<file path="src/rtl/eight_req_priority_arbiter_if.sv">
// rtl/eight_req_priority_arbiter_if.sv - request/grant bundle between requesters and the arbiter
interface eight_req_priority_arbiter_if;
    logic       en;
    logic [7:0] req;
    logic [7:0] gnt;
    logic [2:0] gnt_id;
    logic       gnt_valid;
    logic       preempt;

    modport master (
        output en,
        output req,
        input  gnt,
        input  gnt_id,
        input  gnt_valid,
        input  preempt
    );

    modport slave (
        input  en,
        input  req,
        output gnt,
        output gnt_id,
        output gnt_valid,
        output preempt
    );
endinterface

</file>
<file path="src/rtl/eight_req_priority_arbiter.sv">
// rtl/eight_req_priority_arbiter.sv - 8-way registered grant arbiter with hold-limit preemption
// Optional macro ARB_RR_EN selects rotating priority instead of fixed 7-highest priority.
module eight_req_priority_arbiter #(
    parameter int MAX_HOLD = 16,
    parameter int CNT_W    = 5
) (
    input  logic                          clk,
    input  logic                          rst_n,
    eight_req_priority_arbiter_if.slave   arb
);

    typedef enum logic {IDLE, GRANT} state_t;

    localparam logic [CNT_W-1:0] HOLD_LAST = (MAX_HOLD > 0) ? CNT_W'(MAX_HOLD - 1) : '0;
    localparam logic [CNT_W-1:0] CNT_MAX   = '1;

    state_t           state_q, state_d;
    logic [7:0]       gnt_q, gnt_d;
    logic [2:0]       gnt_id_q, gnt_id_d;
    logic             gnt_valid_q, gnt_valid_d;
    logic             preempt_q, preempt_d;
    logic [CNT_W-1:0] hold_cnt_q, hold_cnt_d;
    logic [7:0]       mask_q, mask_d;

    logic [7:0]       eff;
    logic [2:0]       prio_top;
    logic [2:0]       win;
    logic [2:0]       pick_idx;
    logic             pick_found;
    logic             holder_req;
    logic             hold_limit;

`ifdef ARB_RR_EN
    logic [2:0]       top_q, top_d;
    assign prio_top = top_q;
`else
    assign prio_top = 3'd7;
`endif

    // The one-shot mask only steers the choice; if it would exclude everyone, fall back to raw req.
    always_comb begin
        eff = arb.req & ~mask_q;
        if (eff == 8'h00) begin
            eff = arb.req;
        end
    end

    // Scan downward from the top-priority index, wrapping modulo 8.
    always_comb begin
        win        = prio_top;
        pick_idx   = prio_top;
        pick_found = 1'b0;
        for (int i = 0; i < 8; i++) begin
            pick_idx = prio_top - 3'(i);
            if (!pick_found && eff[pick_idx]) begin
                win        = pick_idx;
                pick_found = 1'b1;
            end
        end
    end

    assign holder_req = arb.req[gnt_id_q];
    assign hold_limit = (MAX_HOLD != 0) && (hold_cnt_q == HOLD_LAST);

    always_comb begin
        state_d     = state_q;
        gnt_d       = gnt_q;
        gnt_id_d    = gnt_id_q;
        gnt_valid_d = gnt_valid_q;
        preempt_d   = 1'b0;
        hold_cnt_d  = hold_cnt_q;
        mask_d      = mask_q;
`ifdef ARB_RR_EN
        top_d       = top_q;
`endif
        case (state_q)
            IDLE: begin
                if (arb.en && (arb.req != 8'h00)) begin
                    state_d     = GRANT;
                    gnt_d       = 8'h01 << win;
                    gnt_id_d    = win;
                    gnt_valid_d = 1'b1;
                    hold_cnt_d  = '0;
                    mask_d      = 8'h00;
`ifdef ARB_RR_EN
                    top_d       = win - 3'd1;
`endif
                end
            end
            GRANT: begin
                // Release takes precedence over the hold limit on the same edge.
                if (!holder_req) begin
                    state_d     = IDLE;
                    gnt_d       = 8'h00;
                    gnt_id_d    = 3'd0;
                    gnt_valid_d = 1'b0;
                    hold_cnt_d  = '0;
                end else if (hold_limit) begin
                    state_d     = IDLE;
                    gnt_d       = 8'h00;
                    gnt_id_d    = 3'd0;
                    gnt_valid_d = 1'b0;
                    hold_cnt_d  = '0;
                    preempt_d   = 1'b1;
                    mask_d      = gnt_q;
                end else if (hold_cnt_q != CNT_MAX) begin
                    hold_cnt_d  = hold_cnt_q + CNT_W'(1);
                end
            end
            default: begin
                state_d = IDLE;
            end
        endcase
    end

    always_ff @(posedge clk or negedge rst_n) begin
        if (!rst_n) begin
            state_q     <= IDLE;
            gnt_q       <= 8'h00;
            gnt_id_q    <= 3'd0;
            gnt_valid_q <= 1'b0;
            preempt_q   <= 1'b0;
            hold_cnt_q  <= '0;
            mask_q      <= 8'h00;
        end else begin
            state_q     <= state_d;
            gnt_q       <= gnt_d;
            gnt_id_q    <= gnt_id_d;
            gnt_valid_q <= gnt_valid_d;
            preempt_q   <= preempt_d;
            hold_cnt_q  <= hold_cnt_d;
            mask_q      <= mask_d;
        end
    end

`ifdef ARB_RR_EN
    always_ff @(posedge clk or negedge rst_n) begin
        if (!rst_n) begin
            top_q <= 3'd7;
        end else begin
            top_q <= top_d;
        end
    end
`endif

    assign arb.gnt       = gnt_q;
    assign arb.gnt_id    = gnt_id_q;
    assign arb.gnt_valid = gnt_valid_q;
    assign arb.preempt   = preempt_q;

    a_gnt_onehot: assert property (@(posedge clk) disable iff (!rst_n) $onehot0(gnt_q));
    a_valid_match: assert property (@(posedge clk) disable iff (!rst_n) gnt_valid_q == (|gnt_q));
    a_preempt_idle: assert property (@(posedge clk) disable iff (!rst_n) preempt_q |-> !gnt_valid_q);

endmodule

</file>
<file path="src/flat_wrapper.sv">
// flat-port wrapper written by rule: the top's interface ports become plain ports
module eight_req_priority_arbiter_flat 
#(
    parameter int MAX_HOLD = 16,
    parameter int CNT_W    = 5
)
  (clk, rst_n, arb_en, arb_req, arb_gnt, arb_gnt_id, arb_gnt_valid, arb_preempt);
  eight_req_priority_arbiter_if arb_i ();
  input  logic clk;
  input  logic rst_n;
  input wire logic [$bits(arb_i.en)-1:0] arb_en;
  input wire logic [$bits(arb_i.req)-1:0] arb_req;
  output wire logic [$bits(arb_i.gnt)-1:0] arb_gnt;
  output wire logic [$bits(arb_i.gnt_id)-1:0] arb_gnt_id;
  output wire logic [$bits(arb_i.gnt_valid)-1:0] arb_gnt_valid;
  output wire logic [$bits(arb_i.preempt)-1:0] arb_preempt;
  assign arb_i.en = arb_en;
  assign arb_i.req = arb_req;
  assign arb_gnt = arb_i.gnt;
  assign arb_gnt_id = arb_i.gnt_id;
  assign arb_gnt_valid = arb_i.gnt_valid;
  assign arb_preempt = arb_i.preempt;
  eight_req_priority_arbiter #(.MAX_HOLD(MAX_HOLD), .CNT_W(CNT_W)) u_core (.clk(clk), .rst_n(rst_n), .arb(arb_i));
endmodule
</file>
<file path="config.mk">
export PLATFORM = sky130hd
export DESIGN_NAME = eight_req_priority_arbiter_flat
export DESIGN_NICKNAME = d
export VERILOG_FILES = /design/src/rtl/eight_req_priority_arbiter_if.sv /design/src/rtl/eight_req_priority_arbiter.sv /design/src/flat_wrapper.sv
export SDC_FILE = /design/constraint.sdc
export NUM_CORES = 1
export LEC_CHECK = 0
export BUFFER_PORTS_ARGS = -buffer_cell sky130_fd_sc_hd__buf_2
export CORE_UTILIZATION = 55
export DETAILED_ROUTE_END_ITERATION = 10
export GPL_TIMING_DRIVEN = 0
export HOLD_SLACK_MARGIN = 0.08
export PLACE_DENSITY = 0.78
export SETUP_SLACK_MARGIN = 0.3
export SYNTH_ARGS = -nofsm -noshare
export SYNTH_HDL_FRONTEND = slang
export SYNTH_SLANG_ARGS = --single-unit
</file>
<file path="constraint.sdc">
create_clock -name clk -period 2.65 [get_ports clk]
set_input_delay 0.795 -clock clk [delete_from_list [all_inputs] [get_ports clk]]
set_output_delay 0.795 -clock clk [all_outputs]
set_load 0.02 [all_outputs]
</file>
* Yosys cells after proc, flatten, opt, wreduce, memory -nomap -nowiden
Cells that the tools add are included. Widths: inputs -> output; s select.
Word-level totals: input port bits 11, latch bits 0, bits in read-only memories 0, output and inout bits 13, bits in writable memories 0, logic and storage cells 85, memories kept 0, flip-flop bits (word level) 27
Cells by class: $mul 0, equality and inequality tests 7, bitwise logic cells 3, multiplexer cells 45, reductions and logical operators 20, add/sub/neg operators 1, magnitude comparators 1, div/mod/pow operators 0, shift-type cells 1
Operators with widths (number):
- $mux 8 | 7
- $pmux 8 s2 | 2
- $mux 3 | 9
- $mux 5 | 4
- $mux 1 | 18
- $pmux 5 s2 | 1
- $and 8x8->8 | 1
- $logic_and 1x1->1 | 8
- $logic_not 8->1 | 1
- $not 8->8 | 1
- $reduce_bool 8->1 | 1
- $shl 1x3->8 const A | 1
- $logic_not 1->1 | 7
- $pmux 3 s2 | 1
- $add 5x1->5 const B | 1
- $eq 5x4->1 const B | 1
- $ne 5x5->1 const B | 1
- $lt 3x4->1 const B | 1
- $ne 2x2->1 const B | 2
- $ne 4x4->1 const B | 1
- $pmux 1 s2 | 2
- $reduce_and 2->1 | 2
- $bmux 1 s3 | 1
- $ne 3x3->1 const B | 1
- other kinds (3) | 3

* Depth between registers and ports, before layout
depth after elaboration 29, mapped depth 8, gate-level depth less buffers 7

* Least setup slack after synthesis
OpenSTA, ideal clock, no wires.
path kind input-to-reg, start in arb_req[4], end reg u_core.gnt_id_q[0] (netlist: u_core.arb.gnt_id[0]), data required time 2.528 ns, stages 8, setup slack 0.264 ns, arrival 2.264 ns, path buffers 1, library setup time 0.122 ns, path through inv_1 -> o2111ai_2 -> or2_1 -> buf_6 -> a21o_2 -> nand2b_4 -> or4_1 -> a32o_1
On the way: cells in the longest elaborated chain, start to end 27, elaborated cells on any way between the ends 41, classes of those cells eq/ne: 2; mux: 20; bitwise: 1; reduce/logical: 18
Ends and longest elaborated chain:
- from (decl) | line flat_wrapper.sv:12 | input wire logic [$bits(arb_i.req)-1:0] arb_req;
- $and 8x8->8 | line eight_req_priority_arbiter.sv:42 | eff = arb.req & ~mask_q;
- $logic_not 8->1 | line eight_req_priority_arbiter.sv:43 | if (eff == 8'h00) begin
- $mux 8 | line eight_req_priority_arbiter.sv:43
- $mux 1 | line eight_req_priority_arbiter.sv:55 | if (!pick_found && eff[pick_idx]) begin
- $logic_not 1->1 | line eight_req_priority_arbiter.sv:55
- $logic_and 1x1->1 | line eight_req_priority_arbiter.sv:55
- $mux 1 | line eight_req_priority_arbiter.sv:55
- $logic_not 1->1 | line eight_req_priority_arbiter.sv:55
- (+11 left out)
- $logic_not 1->1 | line eight_req_priority_arbiter.sv:55
- $logic_and 1x1->1 | line eight_req_priority_arbiter.sv:55
- $mux 1 | line eight_req_priority_arbiter.sv:55
- $logic_not 1->1 | line eight_req_priority_arbiter.sv:55
- $logic_and 1x1->1 | line eight_req_priority_arbiter.sv:55
- $mux 3 | line eight_req_priority_arbiter.sv:55
- $mux 3 | line eight_req_priority_arbiter.sv:78 | if (arb.en && (arb.req != 8'h00)) begin
- $pmux 3 s2 | line eight_req_priority_arbiter.sv:76 | case (state_q)
- to (signal assigned) | line eight_req_priority_arbiter.sv:128 | gnt_id_q <= gnt_id_d;
- to (decl) | line eight_req_priority_arbiter.sv:19 | logic [2:0] gnt_id_q, gnt_id_d;
Several ways; a longest one is shown, not always the timed one. The select of a mux whose other input is x is not followed. A chain may end at the register's enable or synchronous reset.

* Worst setup path in the final report
start in arb_req[2], end reg u_core.gnt_id_q[0] (netlist: u_core.arb.gnt_id[0])
The elaborated chain is that of the path after synthesis.

==> reports/results.tsv <==
metric	value	unit
status	complete, no violations	
first-pass GRT wire length	5.27	mm
pre-CTS setup slack	-0.0586	ns
post-DR vias/cell	6.00	
global route overflow	0	
RSZ-0062 raised after global routing	no	
post-synth top area share	47.1	%
Syn Std Cell Area	0.00143	mm²
syn nets	156	
PD cells	713	mW/mm²
clock slew at reported path FFs	0.15	ns
fmax	443	MHz
synth cell count leaders	nand2_1 (28), dfrtp_1 (27), nand3_1 (8), o21ai_1 (8), nand2b_1 (7)	
# IOs	24	
final WL	3.29	mm
post-DR wirelength/cell	16.4	µm
drc violations	0	
Worst Setup Slack, final	0.393	ns
Final Cycle Share	85.2	%
FP Rows	18	
Die Area	0.00282	mm²
Mean Syn Cell Area	9.96	µm²
die width	53.1	µm
Syn. warnings	0	
ys async rst share	100	%
Top FF cell, synth	dfrtp_1	
pin count of the biggest net entering global routing	28	
critical path capture point type	register	
multi-input logic area	749	µm²
Final ANT Viol Nets	0	
number of global-route vias before repair	1082	
H-tree levels	1	
FF+latch count, synth	27	
Final #Nets	184	
Worst EP arrival	2.50	ns
Fin. Hold Viols	0	
TritonCTS clock tree	yes	
Initial Utilization	57.9	%
crit-path max FO	7	
share of cells above drive strength 1	28.1	%
count leader, synth	nand2_1	
minimum clock period after layout	2.26	ns
clock sinks	27	
die height	53.1	µm
Core Util, Final	66.7	%
Seq pwr share	46.9	%
HPWL Detailed	2.49	mm
Hold Path Class	input port to asynchronous set/reset pin	
I/O Buffers	23	
Post-synth EDFFs	0	
synth top area cells	dfrtp_1 (47%), nand2_1 (7.3%), a32o_1 (3.5%), nand2b_1 (3.1%), nand3_1 (2.8%)	
CTS Buffer Depth	2	
GR Util All Layers	26.9	%
DR vias	1206	
sequential area share after synthesis	47.1	%
Sw Share	39.7	%
Netlist cell types	46	
# Max-Cap Violations	0	
Clock Latency Late Sink	0.33	ns
Hold WS	0.440	ns
switching pwr	0.467	mW
Reg area	676	µm²
Max VDD drop	582	µV
Critical Path Source Type	input port	
Rel. slew slack	59.7	%
# fillers	213	
initial DRC count	33	
Area Overhead vs Synth	15.2	%
Worst Clk Skew	0.00553	ns
Int Pwr	0.710	mW
Final Max Slew Viols	0	
Root Driver	clkbuf_4	
Crit Path Category	input port to register	
largest area contributor in the netlist	dfrtp_1	
Post-Syn Instances	144	
CTS buffer count	3	
Core Footprint	0.00248	mm²
drt pass-1 iters	4	
n_diodes	0	
Clock Power Share	15.5	%
P_leak	0.789	nW
combinational share of power	37.5	%
Critical Path RT	2.89	ns
Least-Margin Pin Slew	0.605	ns
Setup violations, final	0	
gp weighted congestion	0.890	
antenna violations before repair	0	
[timing repair]
action                                  4_1_cts  5_1_grt
gates resized for setup                       0        4
hold buffers                                  0        0
buffers inserted                              0        0
endpoints found under the setup margin        0        3
[worst max-delay path, stage by stage]
cell and delay [ns]:
buf_2 0.13, inv_2 0.06, o2111ai_4 0.22, or2_1 0.15, buf_6 0.13, a21boi_2 0.08, nand2b_4 0.17, or4_1 0.51
a32o_1 0.26
[sequential cells by signal (all words and copies together) (netlist names)]
| signal | count |
|---|---|
| u_core.mask_q | 8 |
| u_core.state_q | 1 |
| u_core.arb.gnt_valid | 1 |
| u_core.arb.gnt_id | 3 |
| u_core.arb.preempt | 1 |
| u_core.hold_cnt_q | 5 |
| u_core.arb.gnt | 8 |
[kinds of logic after synthesis]
group	Yosys count	synth area share (%)
and+or+nand+nor	64	22.9
AOI/OAI and AO/OA	38	21.2
DFF	27	47.1
buffers and inverters	10	3.23
muxes	3	4.10
xor gates and xnor gates	1	0.611
adders and majority gates	1	0.872
[final cells by class]
type	instances	area share, %
Sequential cell	27	40.9
Buffer	4	1.44
Clock inverter	1	0.303
Clock buffer	3	1.36
Tap cell	30	2.27
Timing Repair Buffer	23	6.97
Inverter	6	1.36
Multi-Input combinational cell	107	45.4
[power groups by stage]
stage          Combinational (mW)  Sequential, mW  Clock (mW)
6_report                    0.442           0.553       0.183
5_1_grt                     0.486           0.562       0.202
4_1_cts                     0.441           0.550       0.188
3_5_place_dp                0.438           0.559           0
3_3_place_gp                0.428           0.551           0
2_1_floorplan               0.253           0.599           0
[per-layer routing]
layer,global-route usage (%),share of wire (%),vias to the layer above
li1,-,-,578
met1,39.8,45,588
met2,40.7,48,36
met3,3.45,5.7,4
met4,7.89,0.88,0
met5,0,0,-
[layout by cell type (no fill, tap or decap), types with 2 or more instances in the layout]
cell type   n
clkbuf_4    3
o21ai_0     2
nand2b_1    5
nand2b_4    4
a32o_1      5
a21boi_2    2
nor2b_1     2
inv_1       3
nand3_1     8
inv_2       3
clkbuf_1    2
o21a_1      3
dfrtp_1    27
a21oi_1     2
o21ai_1     6
and2_1      2
nor2_1      4
o21ai_2     2
nor4_1      2
buf_2      24
o31ai_1     4
nand2_1    28
[final timing paths]
kind	startpoint	end	slack (ns)	cells after the start
setup / recovery	arb_req[2]	u_core.arb.gnt_id[0]$_DFFE_PN0P_	0.39	9
hold / removal	rst_n	u_core.hold_cnt_q[2]$_DFFE_PN0P_	0.44	1
setup reg to reg	u_core.arb.gnt_id[1]$_DFFE_PN0P_	u_core.hold_cnt_q[3]$_DFFE_PN0P_	0.43	8
hold reg to reg	u_core.arb.gnt_valid$_DFFE_PN0P_	u_core.arb.gnt_valid$_DFFE_PN0P_	0.51	1
max in group asynchronous	rst_n	u_core.arb.gnt[5]$_DFFE_PN0P_	1.81	1
min in group clk	u_core.arb.gnt_valid$_DFFE_PN0P_	u_core.arb.gnt_valid$_DFFE_PN0P_	0.51	1
[metrics by stage]
stage	setup TNS (ns)	area (µm²)	std cells	total power [mW]
finish	0	1650	201	1.18
global route	0	1650	201	1.25
CTS	0	1640	201	1.18
detailed placement	-0.105	1610	197	0.998
global placement	-0.0131	1610	197	0.979
floorplan	0	1460	144	0.852
Power figures use the tool's default switching activity.
